<file path="src/rtl/key_led_pkg.sv">
// Shared types and constants for the key-driven RGB LED selector.
package key_led_pkg;

   typedef enum logic [1:0] {
      IDLE      = 2'd0,
      PRESSED   = 2'd1,
      LONG_HELD = 2'd2
   } state_t;

   localparam logic [2:0] LED_GREEN = 3'b110;
   localparam logic [2:0] LED_RED   = 3'b101;
   localparam logic [2:0] LED_BLUE  = 3'b011;

   function automatic logic [2:0] rotate_led(input logic [2:0] value);
      return {value[1:0], value[2]};
   endfunction

   function automatic logic led_legal(input logic [2:0] value);
      return (value == LED_GREEN) || (value == LED_RED) || (value == LED_BLUE);
   endfunction

endpackage

</file>
<file path="src/rtl/key_debounce.sv">
// Two-flop synchronizer plus stability-counter debounce for an active-low key.
// key_state is 1 while pressed; press/release strobe on the cycle the level flips.
module key_debounce #(
   parameter int DEBOUNCE_CYCLES = 240_000
) (
   input  logic sys_clk,
   input  logic sys_rst_n,
   input  logic key_n,
   output logic key_state,
   output logic press_edge,
   output logic release_edge
);

   localparam int DB_W = (DEBOUNCE_CYCLES > 1) ? $clog2(DEBOUNCE_CYCLES) : 1;
   localparam logic [DB_W-1:0] DB_LAST = DB_W'(DEBOUNCE_CYCLES - 1);

   logic            sync_0;
   logic            sync_1;
   logic [DB_W-1:0] db_cnt;
   logic            differ;
   logic            flip;

   assign differ       = (~sync_1) != key_state;
   assign flip         = differ && (db_cnt == DB_LAST);
   assign press_edge   = flip && !key_state;
   assign release_edge = flip && key_state;

   // Synchronizer resets to the released level so a held key is re-debounced.
   always_ff @(posedge sys_clk or negedge sys_rst_n) begin
      if (!sys_rst_n) begin
         sync_0    <= 1'b1;
         sync_1    <= 1'b1;
         db_cnt    <= '0;
         key_state <= 1'b0;
      end else begin
         sync_0 <= key_n;
         sync_1 <= sync_0;
         if (!differ) begin
            db_cnt <= '0;
         end else if (flip) begin
            db_cnt    <= '0;
            key_state <= ~key_state;
         end else begin
            db_cnt <= db_cnt + DB_W'(1);
         end
      end
   end

endmodule

</file>
<file path="src/rtl/key_led_select.sv">
// Pushbutton-driven RGB selector: short press rotates G->R->B, long press handling.
// Optional auto-repeat while held is enabled by defining KEY_LED_AUTO_REPEAT_EN.
//
//   state     | meaning
//   IDLE      | key released, waiting for debounced press
//   PRESSED   | key held, counting towards the long-press threshold
//   LONG_HELD | long press reached, waiting for release
module key_led_select
   import key_led_pkg::*;
#(
   parameter int DEBOUNCE_CYCLES   = 240_000,
   parameter int LONG_PRESS_CYCLES = 24_000_000,
   parameter int REPEAT_CYCLES     = 6_000_000
) (
   input  logic       sys_clk,
   input  logic       sys_rst_n,
   input  logic       key_n,
   output logic [2:0] led,
   output logic       key_state,
   output logic       short_pulse,
   output logic       long_pulse
);

   localparam int HOLD_W = $clog2(LONG_PRESS_CYCLES + 1);
   localparam logic [HOLD_W-1:0] HOLD_LAST = HOLD_W'(LONG_PRESS_CYCLES - 1);

   if (DEBOUNCE_CYCLES < 1 || LONG_PRESS_CYCLES < 2 || REPEAT_CYCLES < 1) begin : g_bad_params
      $error("key_led_select: invalid timing parameters");
   end

   state_t            state;
   state_t            state_nxt;
   logic [HOLD_W-1:0] hold_cnt;
   logic              press_edge;
   logic              release_edge;
   logic              rotate;
   logic              load_green;
   logic              short_set;
   logic              long_set;
   logic              hold_clr;
   logic              hold_inc;

   key_debounce #(
      .DEBOUNCE_CYCLES(DEBOUNCE_CYCLES)
   ) u_debounce (
      .sys_clk     (sys_clk),
      .sys_rst_n   (sys_rst_n),
      .key_n       (key_n),
      .key_state   (key_state),
      .press_edge  (press_edge),
      .release_edge(release_edge)
   );

`ifdef KEY_LED_AUTO_REPEAT_EN
   localparam int REP_W = (REPEAT_CYCLES > 1) ? $clog2(REPEAT_CYCLES) : 1;
   localparam logic [REP_W-1:0] REP_LAST = REP_W'(REPEAT_CYCLES - 1);

   logic [REP_W-1:0] rep_cnt;
   logic             rep_clr;
   logic             rep_inc;

   always_ff @(posedge sys_clk or negedge sys_rst_n) begin
      if (!sys_rst_n) begin
         rep_cnt <= '0;
      end else if (rep_clr) begin
         rep_cnt <= '0;
      end else if (rep_inc) begin
         rep_cnt <= rep_cnt + REP_W'(1);
      end
   end
`endif

   always_comb begin
      state_nxt  = state;
      rotate     = 1'b0;
      load_green = 1'b0;
      short_set  = 1'b0;
      long_set   = 1'b0;
      hold_clr   = 1'b0;
      hold_inc   = 1'b0;
`ifdef KEY_LED_AUTO_REPEAT_EN
      rep_clr    = 1'b0;
      rep_inc    = 1'b0;
`endif
      case (state)
         IDLE: begin
            if (press_edge) begin
               state_nxt = PRESSED;
               hold_clr  = 1'b1;
            end
         end
         PRESSED: begin
            // Release takes priority over a coincident long threshold.
            if (release_edge) begin
               state_nxt = IDLE;
               short_set = 1'b1;
               rotate    = 1'b1;
            end else if (hold_cnt == HOLD_LAST) begin
               state_nxt = LONG_HELD;
               long_set  = 1'b1;
`ifdef KEY_LED_AUTO_REPEAT_EN
               rotate    = 1'b1;
               rep_clr   = 1'b1;
`else
               load_green = 1'b1;
`endif
            end else begin
               hold_inc = 1'b1;
            end
         end
         LONG_HELD: begin
            if (release_edge) begin
               state_nxt = IDLE;
            end
`ifdef KEY_LED_AUTO_REPEAT_EN
            else if (rep_cnt == REP_LAST) begin
               rotate  = 1'b1;
               rep_clr = 1'b1;
            end else begin
               rep_inc = 1'b1;
            end
`endif
         end
         default: state_nxt = IDLE;
      endcase
   end

   always_ff @(posedge sys_clk or negedge sys_rst_n) begin
      if (!sys_rst_n) begin
         state       <= IDLE;
         hold_cnt    <= '0;
         led         <= LED_GREEN;
         short_pulse <= 1'b0;
         long_pulse  <= 1'b0;
      end else begin
         state       <= state_nxt;
         short_pulse <= short_set;
         long_pulse  <= long_set;
         if (hold_clr) begin
            hold_cnt <= '0;
         end else if (hold_inc && hold_cnt != '1) begin
            hold_cnt <= hold_cnt + HOLD_W'(1);
         end
         // A corrupted led value is recovered to green before anything else.
         if (!led_legal(led)) begin
            led <= LED_GREEN;
         end else if (load_green) begin
            led <= LED_GREEN;
         end else if (rotate) begin
            led <= rotate_led(led);
         end
      end
   end

endmodule

</file>
<file path="config.mk">
export PLATFORM = sky130hd
export DESIGN_NAME = key_led_select
export DESIGN_NICKNAME = d
export VERILOG_FILES = /design/src/rtl/key_led_pkg.sv /design/src/rtl/key_debounce.sv /design/src/rtl/key_led_select.sv
export SDC_FILE = /design/constraint.sdc
export NUM_CORES = 1
export LEC_CHECK = 0
export CORE_UTILIZATION = 45
export CTS_CLUSTER_DIAMETER = 60
export DETAILED_ROUTE_END_ITERATION = 10
export DONT_BUFFER_PORTS = 1
export HOLD_SLACK_MARGIN = 0.05
export PLACE_DENSITY = 0.61
export SLEW_MARGIN = 20
export SYNTH_ARGS = -nofsm -noshare
export SYNTH_HDL_FRONTEND = slang
export SYNTH_HIERARCHICAL = 1
export SYNTH_SLANG_ARGS = --single-unit
</file>
<file path="constraint.sdc">
create_clock -name sys_clk -period 3.1 [get_ports sys_clk]
set_clock_uncertainty 0.2 [all_clocks]
set_input_delay 0.465 -clock sys_clk [delete_from_list [all_inputs] [get_ports sys_clk]]
set_output_delay 0.465 -clock sys_clk [all_outputs]
set_load 0.005 [all_outputs]
</file>
# After elaboration in Yosys (flattened, before gate mapping)
# Cells that the tools add are included.
op_classes:
  muxes: 22
  multipliers: 0
  n_addsub: 2
  div_mod_pow: 0
  n_eq_ne: 13
  bitwise: 2
  magnitude_cmp: 0
  reduce_logical: 11
  shifts: 0
ops:
  columns: ["operator", "n"]
  rows:
  - ["two-way mux 25 bit", 2]
  - ["two-way mux 18 bit", 2]
  - ["adder 25 x 1 -> 25 bit, second input constant", 1]
  - ["equality test 25 bit, second input constant", 1]
  - ["!= test 25 bit, second input constant", 1]
  - ["adder 18 x 1 -> 18 bit, second input constant", 1]
  - ["equality test 18 bit, second input constant", 1]
  - ["two-way mux 1 bit", 10]
  - ["two-way mux 3 bit", 3]
  - ["two-way mux 2 bit", 4]
  - ["equality test 3 bit, second input constant", 2]
  - ["!= test 3 bit, second input constant", 2]
  - ["case mux 2 bit (3 select lines)", 1]
  - ["logical AND 1 bit", 4]
  - ["!= test 2 bit, second input constant", 2]
  - ["equality test 3 x 2 -> 1 bit, second input constant", 1]
  - ["AND reduction 3 bit", 1]
  - ["equality test 2 x 1 -> 1 bit, second input constant", 1]
  - ["equality test 2 bit, second input constant", 1]
  - ["logical NOT 2 bit", 1]
  - ["logical OR 1 bit", 2]
  - ["NOT 1 bit", 2]
  - ["AND reduction 2 bit", 1]
  - ["nonzero test 2 bit", 1]
  - ["other kinds (2)", 2]
totals:
  inputBits: 3
  mem_bits_ro: 0
  regBits: 53
  latch_bits: 0
  wordCells: 59
  output_inout_bits: 6
  n_memories: 0
  ramBits: 0

# Depth between registers and ports, before layout
# Gate-level depths: netlist of the first run.
depth:
  depth_word: 9
  ltp_mapped: 11
  depth_no_buf: 11

# By module
# Netlist of the first run, hierarchy kept.
by_module_without_submodules:
  columns: ["mod", "n_inst", "seq_area_each_um2", "cells_each", "area_each_um2"]
  rows:
  - ["key_led_select", 1, 803.3, 179, 1657.8]
  - ["key_debounce", 1, 528.0, 99, 1037.2]

# Worst setup path before layout of the first run
# Ideal clock, no wire load.
synth_path:
  path_type: "reg2reg"
  startpoint: "register u_debounce.db_cnt[0]"
  endpoint: "register hold_cnt[23]"
  slack_ns: -0.031
  n_path_buf: 0
  arrival_time_ns: 2.853
  path_stages_with_launch: 12
  period_less_slack_ns: 3.131
  required_time_ns: 2.822
  setup_ns: 0.078
  path_cell_list: "dfrtp_1 > ha_1 > and3_1 > nand4_1 > or3_4 > nor2_1 > nor3b_1 > nand4_1 > nor3_1 > nand3_1 > or4_1 > a21oi_1"
synth_via:
  elab_chain_len: 7
  elab_cells_between_ends: 11
  classes_between: "eq/ne: 1; mux: 5; reduce/logical: 5"
synth_lines:
  columns: ["item", "line", "text"]
  rows:
  - ["start, declared", "key_debounce.sv:19", "logic [DB_W-1:0] db_cnt;"]
  - ["start signal, assigned", "key_debounce.sv:44", "db_cnt <= db_cnt + DB_W'(1);"]
  - ["equality test 18 bit", "key_debounce.sv:24", "assign flip = differ && (db_cnt == DB_LAST);"]
  - ["logical AND 1 bit", "key_debounce.sv:24", null]
  - ["logical AND 1 bit", "key_debounce.sv:26", "assign release_edge = flip && key_state;"]
  - ["via release_edge", "key_led_select.sv:35", "logic release_edge;"]
  - ["two-way mux 1 bit", "key_led_select.sv:94", "if (release_edge) begin"]
  - ["two-way mux 1 bit", "key_led_select.sv:85", "case (state)"]
  - ["logical AND 1 bit", "key_led_select.sv:141", "end else if (hold_inc && hold_cnt != '1) begin"]
  - ["nonzero test 2 bit (no line)", null, null]
  - ["end signal, assigned", "key_led_select.sv:142", "hold_cnt <= hold_cnt + HOLD_W'(1);"]
  - ["end, declared", "key_led_select.sv:33", "logic [HOLD_W-1:0] hold_cnt;"]
# The timed path passes the listed nets, and every way through them passes these cells.
# A chain may end at the register's enable or synchronous reset.

# Final worst setup path of the first run
# Ends and elaborated chain as after synthesis.

==> impl_summary.md, run 1 <==
Synth
Synthesis produced a netlist whose cell count is 278. sky130_fd_sc_hd__dfrtp_1 takes more of the synthesized area than any other cell. The number of synthesized flops with an enable pin is 0. Synthesis inferred 53 register bits. The total nets after synthesis is 283. The number of different library cells used by synthesis comes to 44. The synthesized area per cell is 9.69 sq um. The adder and majority gate portion of the synthesized area is 0.929%.

The combinational family with the most area after synthesis is simple AND/OR/NAND/NOR gates. After Yosys synthesis, XOR and XNOR cells account for 10.1% of the synthesized area. The Yosys step of the flow raised 6 warnings. Summing the areas of all compound-gate instances in the mapped netlist gives 5.99% of the synthesized area. The prevailing post-synth register cell is sky130_fd_sc_hd__dfrtp_1. sky130_fd_sc_hd__dfrtp_1 is the most common cell in the netlist. In the synthesized netlist the async set-or-reset flop fraction comes to 100%.

The synthesized area is 2700 sq um. The commonest cells after synthesis are sky130_fd_sc_hd__dfrtp_1, sky130_fd_sc_hd__nor2_1, sky130_fd_sc_hd__nand2_1, sky130_fd_sc_hd__xor2_1, sky130_fd_sc_hd__nand3_1. By area the synthesized netlist is led by sky130_fd_sc_hd__dfrtp_1, sky130_fd_sc_hd__xor2_1, sky130_fd_sc_hd__nor2_1. The share of synthesized area occupied by flip-flops and latches is 49.4%.

The portion of synthesized cell area occupied by the leading cell type is 45.5%. After Yosys synthesis, and, or, nand and nor cells account for 30.2% of the synthesized area. The share of synthesized area spent on multiplexers is 0.371%.

Clock tree
The H-tree depth is 2. Clock tree synthesis inserted a total of 5 buffers. The clock-pin slew reported for the worst setup and hold paths after clock tree synthesis is 0.09 ns. The setup fix buffers added after clock tree synthesis is 0. The buffer depth of the longest clock path is 2. The CTS root buffer is sky130_fd_sc_hd__clkbuf_8. The clock net in this run drives a total of 53 sinks. The clock latency on the worst-skew pair is 0.31 ns.

The CTS tree is done.

Drt
The count of antenna-violating nets left after detailed routing is 0. The total wirelength of the detailed-routed design is 4.98 mm. Dividing the detail-routed wire length by the instance count gives 13.9 microns. In this run, the number of DRC markers left after iteration 0 of detailed routing was 83.

The number of vias per cell after detailed routing is 5.48. The residual DRC count is 0. The number of vias in the routed layout is 1,963. The first-pass iteration count of the detailed router is 4.

STA
The final worst-path setup slack is 0.173 ns. The final-report max-slew violation count was 0. The hold violation count in the final report is 0. The final worst-path cycle share is 94.4%. The maximum achievable frequency is 342 MHz. Setup repair after global routing could not meet its margin everywhere. At the pin with the least slew margin, the transition time is 0.691 ns. Setup violations remaining at the end of the flow were counted as 0. The sum of negative setup slack is 0 ns. Measured against its own limit, the worst slew margin works out to 53.9%.

The final critical-path required period is 2.93 ns.

Cells and area
The area taken by flip-flops and latches is 1330 sq um. Fill cells in the final layout number 511. The final cell count without fillers is 358. At the end of the flow the core is filled with cells to 52.0%. The area occupied by multi-input gates is 1310 sq um. The ratio of cells with drive above 1 in the final layout is 12.9%. The repair_antennas step left the layout with diodes totalling 0. Relative to the synthesized area, the layout overhead comes to 8.77%.

The post-layout net count is 290. The finished cells cover 2930 sq um.

Power
The peak supply drop is 252 uV. Dividing total power by cell area gives a power density of 378 nW/um^2. The analysis attributes to cell leakage a power of 1.30 nW.

Place
In this run the cell area measured after placement is 2780 sq um. After detailed placement, the design holds a cell count of 347. The wire-length estimate of the detail-placed layout is 3.46 mm. The count of buffers added on input and output ports is 0. OpenSTA, run right after detailed placement, puts the worst setup slack at 0.115 ns. The placer congestion estimate is 0.775.

Outcome
The run finished with clean final reports.

Global route
Entering global routing, the biggest net connects 54 pins. The number of global-route vias before repair is 1,821. The first global-routing pass estimated 8.60 mm of wire. For this run the aggregate overflow at the end of global routing stands at 0. Global routing used 17.7% of the available tracks. The number of antenna violations at the first check in global routing is 0.

Setup path
For the worst setup path, the data required time is 3.14 ns. The worst register-to-register path has a depth of 11. In this run the worst path has a maximum fanout of 5. The worst setup path is captured at a register.

The worst path arrival time is 2.97 ns. The worst setup path is launched from a register. The start-to-end type of the worst setup path is register to register.

Floorplan
Measured along the y axis, the die boundary spans 79.4 microns. The initial standard-cell utilization of the core is 47.8%. The placeable core region is 5640 sq um. The number of top-level pins is 9. The floorplan step defined a die boundary enclosing 6300 sq um.

The count of standard-cell rows is 27. The die is 79.4 microns wide.

Worst hold path
The number of stages on the worst hold path is 0. In this run the worst hold path is classified as register to register.

Run
The number of max-capacitance violations reported is 0.
-- final cells by class --
cell class / count / area share, %
Clock buffer: 5 / 2.35
Clock inverter: 3 / 0.598
Sequential cell: 53 / 45.4
Inverter: 6 / 0.768
Timing Repair Buffer: 9 / 3.16
Tap cell: 72 / 3.07
Multi-Input combinational cell: 210 / 44.6
-- metal layers --
layer | routed length [microns] | track usage [%]
met2 | 2060 | 25.2
met5 | 0 | 0
met3 | 162 | 4.34
met4 | 55 | 5.82
met1 | 2710 | 26.2
-- power breakdown --
part	internal, mW	total, mW	switching, mW
registers	0.696	0.700	0.00327
logic	0.00915	0.0295	0.0204
clock network	0.156	0.378	0.222
total	0.862	1.11	0.246
-- cells in the final DEF, fill, tap and decap left out, types with 4 or more instances in the layout --
master and count:
sky130_fd_sc_hd__dfrtp_1 49, sky130_fd_sc_hd__nor2_1 39, sky130_fd_sc_hd__xor2_1 28, sky130_fd_sc_hd__nand2_1 27, sky130_fd_sc_hd__nand3_1 22, sky130_fd_sc_hd__nand4_1 11
sky130_fd_sc_hd__and3_1 8, sky130_fd_sc_hd__or4_1 7, sky130_fd_sc_hd__a21oi_1 7, sky130_fd_sc_hd__or3_1 6, sky130_fd_sc_hd__and4_1 6, sky130_fd_sc_hd__inv_1 6
sky130_fd_sc_hd__o21ai_0 6, sky130_fd_sc_hd__buf_4 6, sky130_fd_sc_hd__o31ai_1 5, sky130_fd_sc_hd__clkbuf_8 5, sky130_fd_sc_hd__dfstp_2 4
-- repair_timing --
action	4_1_cts	5_1_grt
endpoints found under the setup margin	0	6
hold buffers	3	0
gates resized for setup	0	5
hold endpoints to repair	54	0
-- final timing paths --
path / from / end / slack (ns)
worst max register to register: u_debounce/db_cnt[0] / hold_cnt[23] / 0.17
min in group asynchronous: sys_rst_n / u_debounce/db_cnt[12] / 0.47
max in group asynchronous: sys_rst_n / led[1] / 1.95
worst min-delay path: u_debounce/sync_0 / u_debounce/sync_1 / 0.16
worst min register to register: u_debounce/sync_0 / u_debounce/sync_1 / 0.16
worst max-delay path: u_debounce/db_cnt[0] / hold_cnt[23] / 0.17
-- kinds of logic (layout without fill, tap and decap cells) --
family,after synthesis,after routing
mux,1,1
buf+inv,15,23
simple gates,151,151
fa+ha+maj,2,2
compound gates,25,25
xor+xnor,31,31
flops,53,53
-- stage by stage --
| step | power, mW | hold slack, ns |
|---|---|---|
| 2_1_floorplan | 0.722 | -0.0306 |
| 4_1_cts | 1.13 | 0.163 |
| 3_5_place_dp | 0.724 | -0.0287 |
| 6_report | 1.11 | 0.160 |
| 3_3_place_gp | 0.724 | -0.0288 |
| 5_1_grt | 1.16 | 0.165 |
-- critical path, stage by stage (launching register included) --
cell                      delay, ns
sky130_fd_sc_hd__dfrtp_1       0.41
sky130_fd_sc_hd__ha_1          0.24
sky130_fd_sc_hd__and3_1        0.24
sky130_fd_sc_hd__nand4_1       0.15
sky130_fd_sc_hd__or3_4         0.15
sky130_fd_sc_hd__nor2_1        0.07
sky130_fd_sc_hd__nor3b_2       0.20
sky130_fd_sc_hd__nand4_1       0.20
sky130_fd_sc_hd__nor3_2        0.21
sky130_fd_sc_hd__nand3_2       0.14
sky130_fd_sc_hd__or4_1         0.49
sky130_fd_sc_hd__a21oi_1       0.15
-- sequential cells by signal, summed over array words and instances, names as in the netlist --
register / count
u_debounce/sync_0: 1
led: 3
u_debounce/sync_1: 1
long_pulse: 1
u_debounce/db_cnt: 18
hold_cnt: 25
state: 2
short_pulse: 1
u_debounce/key_state: 1
No activity file was read; power rests on OpenSTA's default activity.
==> run 2, diff against run 1 <==
Settings changed: CORE_UTILIZATION 45 to 40, PLACE_DENSITY 0.61 to 0.55.
==> impl_summary.md, run 2 (synthesized netlist as in run 1, its figures left out) <==
Outcome
Status: complete, no violations (unchanged).

Cells and area
The core utilization of the finished layout is 45.6% (was 52.0%). The ratio of cells with drive above 1 in the final layout is 12.0% (was 12.9%). Highest-count cells in the layout ignoring fill and taps: sky130_fd_sc_hd__dfrtp_1, sky130_fd_sc_hd__nor2_1, sky130_fd_sc_hd__xor2_1, sky130_fd_sc_hd__nand2_1, sky130_fd_sc_hd__nand3_1 (unchanged). The antenna cell count was 0 (unchanged).

The filler cell count is 613 (was 511). Biggest regs: hold_cnt (25), u_debounce/db_cnt (18), led (3) (unchanged). The most common cell after layout, fill and taps aside is sky130_fd_sc_hd__dfrtp_1 (unchanged). The post-layout net count is 288 (was 290). The top register by number of flip-flops is hold_cnt (unchanged). The area growth from synthesis to layout is 8.59% (was 8.77%). The flip-flop count of the largest register after layout is 25 (unchanged). The final cell count without fillers was 361 (was 358).

Power
The static leakage is 1.30 nW (about the same). The total power after layout is 1.13 mW (was 1.11 mW). The peak supply drop is 197 uV (was 252 uV).

The power per cell area is 388 nW/um^2 (was 378 nW/um^2).

STA
The final-report max-slew violation count is 0 (unchanged). The slew at the pin closest to its max-slew limit is 0.697 ns (was 0.691 ns). The final worst-path setup slack came to 0.141 ns (was 0.173 ns). The final hold slack was 0.166 ns (was 0.160 ns). Unrepaired setup endpoints after global routing: yes (unchanged). The final critical-path required period was 2.96 ns (was 2.93 ns). The total of endpoints with negative setup slack in the final report is 0 (unchanged).

The hold violation count in the final report is 0 (unchanged). The maximum achievable frequency is 338 MHz (was 342 MHz). The relative slew slack was 53.5% (was 53.9%).

The final worst-path cycle share is 95.4% (was 94.4%).

Global route
The most used routing layer is met2 (was met1). The pin count of the biggest net entering global routing is 54 (unchanged). The number of antenna violations at the first check in global routing is 0 (unchanged).

The total grt overflow was 0 (unchanged). The number of global-route vias before repair was 1,925 (was 1,821). The global-route track usage on met1 is 21.3% (was 26.2%). The overall global routing resource usage is 15.6% (was 17.7%). The met2 global-route usage came to 24.6% (was 25.2%). The routing usage on met3 is 4.06% (was 4.34%). The wire length of the first global-routing pass is 8.92 mm (was 8.60 mm).

Clock tree
The clock latency on the worst-skew pair is 0.31 ns (about the same). The number of sinks on the clock net is 53 (unchanged). The buffer depth of the longest clock path is 2 (unchanged). The CTS tree is done (unchanged).

The CTS buffer count is 5 (unchanged). The H-tree depth is 2 (unchanged). The setup fix buffers added after clock tree synthesis is 0 (unchanged). The clock-pin slew reported for the worst setup and hold paths after clock tree synthesis is 0.10 ns (was 0.09 ns). The CTS root buffer is sky130_fd_sc_hd__clkbuf_8 (unchanged).

Drt
The total wirelength of the detailed-routed design is 5.04 mm (was 4.98 mm). The number of vias per cell after detailed routing is 5.48 (about the same). The count of antenna-violating nets left after detailed routing is 0 (unchanged). The number of vias in the routed layout came to 1,979 (was 1,963). The routed length per instance came to 14.0 microns (was 13.9 microns). The first-iteration detailed-routing DRC count was 116 (was 83). The first-pass iteration count of the detailed router came to 4 (unchanged). The residual DRC count is 0 (unchanged).

Floorplan
The number of top-level pins is 9 (unchanged). The die outline area came to 7070 sq um (was 6300 sq um). The count of standard-cell rows is 29 (was 27). The width of the die is 84.1 microns (was 79.4 microns). The placeable core region is 6420 sq um (was 5640 sq um). The initial standard-cell utilization of the core is 42.0% (was 47.8%). The chip height is 84.1 microns (was 79.4 microns).

Worst hold path
The beginning of the worst hold path was u_debounce/sync_0 (unchanged). The hold path endpoint is u_debounce/sync_1 (unchanged). The kind of path behind the tightest hold check is register to register (unchanged).

The number of stages on the worst hold path came to 0 (unchanged).

Setup path
The type of element capturing the critical path is a register (unchanged). The start of the worst register-to-register path was u_debounce/db_cnt[0] (unchanged). The maximum fanout along the worst path was 5 (unchanged).

The data required time at the worst endpoint is 3.13 ns (was 3.14 ns). The worst path arrival time is 2.99 ns (was 2.97 ns). The worst reg-to-reg path cell count is 11 (unchanged).

The critical path launch point type is a register (unchanged). The start-to-end type of the worst setup path is register to register (unchanged). The destination of the worst register-to-register timing path is hold_cnt[23] (unchanged). The setup slack of the worst register-to-register path is 0.14 ns (was 0.17 ns).

Place
The number of placed cells counting well taps came to 350 (was 347). The minimum setup slack after placement was 0.0642 ns (was 0.115 ns). The number of buffers inserted by port buffering is 0 (unchanged).

The placer congestion estimate is 0.785 (was 0.775). The total half-perimeter wirelength after legalization and detailed placement is 3.39 mm (was 3.46 mm).

Run
The number of max-capacitance violations reported came to 0 (unchanged).
==> run 2: cell count changes in the layout (fill, tap and decap cells not counted), sizes merged <==
cell / before / now
buf: 7 / 5
clkinvlp: 1 / 0
inv: 6 / 7
==> run 2: critical path, cell delays in order (launching register included) <==
cell and delay (ns):
sky130_fd_sc_hd__dfrtp_1 0.42, sky130_fd_sc_hd__ha_1 0.24, sky130_fd_sc_hd__and3_1 0.24, sky130_fd_sc_hd__nand4_1 0.16, sky130_fd_sc_hd__or3_4 0.16, sky130_fd_sc_hd__nor2_1 0.07
sky130_fd_sc_hd__nor3b_2 0.20, sky130_fd_sc_hd__nand4_1 0.20, sky130_fd_sc_hd__nor3_2 0.21, sky130_fd_sc_hd__nand3_2 0.14, sky130_fd_sc_hd__or4_1 0.50, sky130_fd_sc_hd__a21oi_1 0.15
==> run 2: per-layer routing <==
metal  wire length, microns  vias to the layer above
met4                     38                        0
met5                      0                        -
met3                    157                        4
li1                       -                      980
met1                   2540                      966
met2                   2300                       29
==> run 2: final cells by class <==
type,count,area [sq um],area share (%)
repair buffers,7,77.6,2.65
flip-flops and latches,53,1330,45.5
clock buffers,5,68.8,2.35
inverters,6,22.5,0.770
well taps,77,96.3,3.29
clock inverters,3,26.3,0.898
multi-input cells,210,1300,44.5
==> run 2: worst max path at each step <==
stage	cells past startpoint	slack [ns]	start	end
5_1_grt	11	-0.10	u_debounce/db_cnt[0]	hold_cnt[23]
4_1_cts	11	0.04	u_debounce/db_cnt[0]	hold_cnt[23]
6_report	11	0.14	u_debounce/db_cnt[0]	hold_cnt[23]
3_5_place_dp	11	0.06	u_debounce/db_cnt[0]	hold_cnt[23]
2_1_floorplan	11	0.19	u_debounce/db_cnt[0]	hold_cnt[23]
3_3_place_gp	11	0.15	u_debounce/db_cnt[0]	hold_cnt[23]
==> run 2: timing repair <==
item                                    in CTS  in global routing
hold buffers                                 3                  0
resized for setup                            0                  4
hold endpoints to repair                    54                  0
endpoints found under the setup margin       0                  7
==> run 2: power breakdown <==
part	switching (mW)	total, mW	internal (mW)
Clock	0.239	0.404	0.165
Sequential	0.00340	0.700	0.696
Combinational	0.0209	0.0300	0.00916
Total	0.264	1.13	0.871
==> run 2: per-stage QoR <==
step	instance area, sq um	TNS (ns)
floorplan	2700	0
global placement	2770	0
detailed placement	2770	0
CTS	2910	0
global route	2930	-0.145
finish	2930	0
==> run 3, diff against run 2 <==
Settings changed: CAP_MARGIN from default to 10.
==> results of run 3 <==
Same layout as run 2: the final DEF is identical, and so are final timing and power.
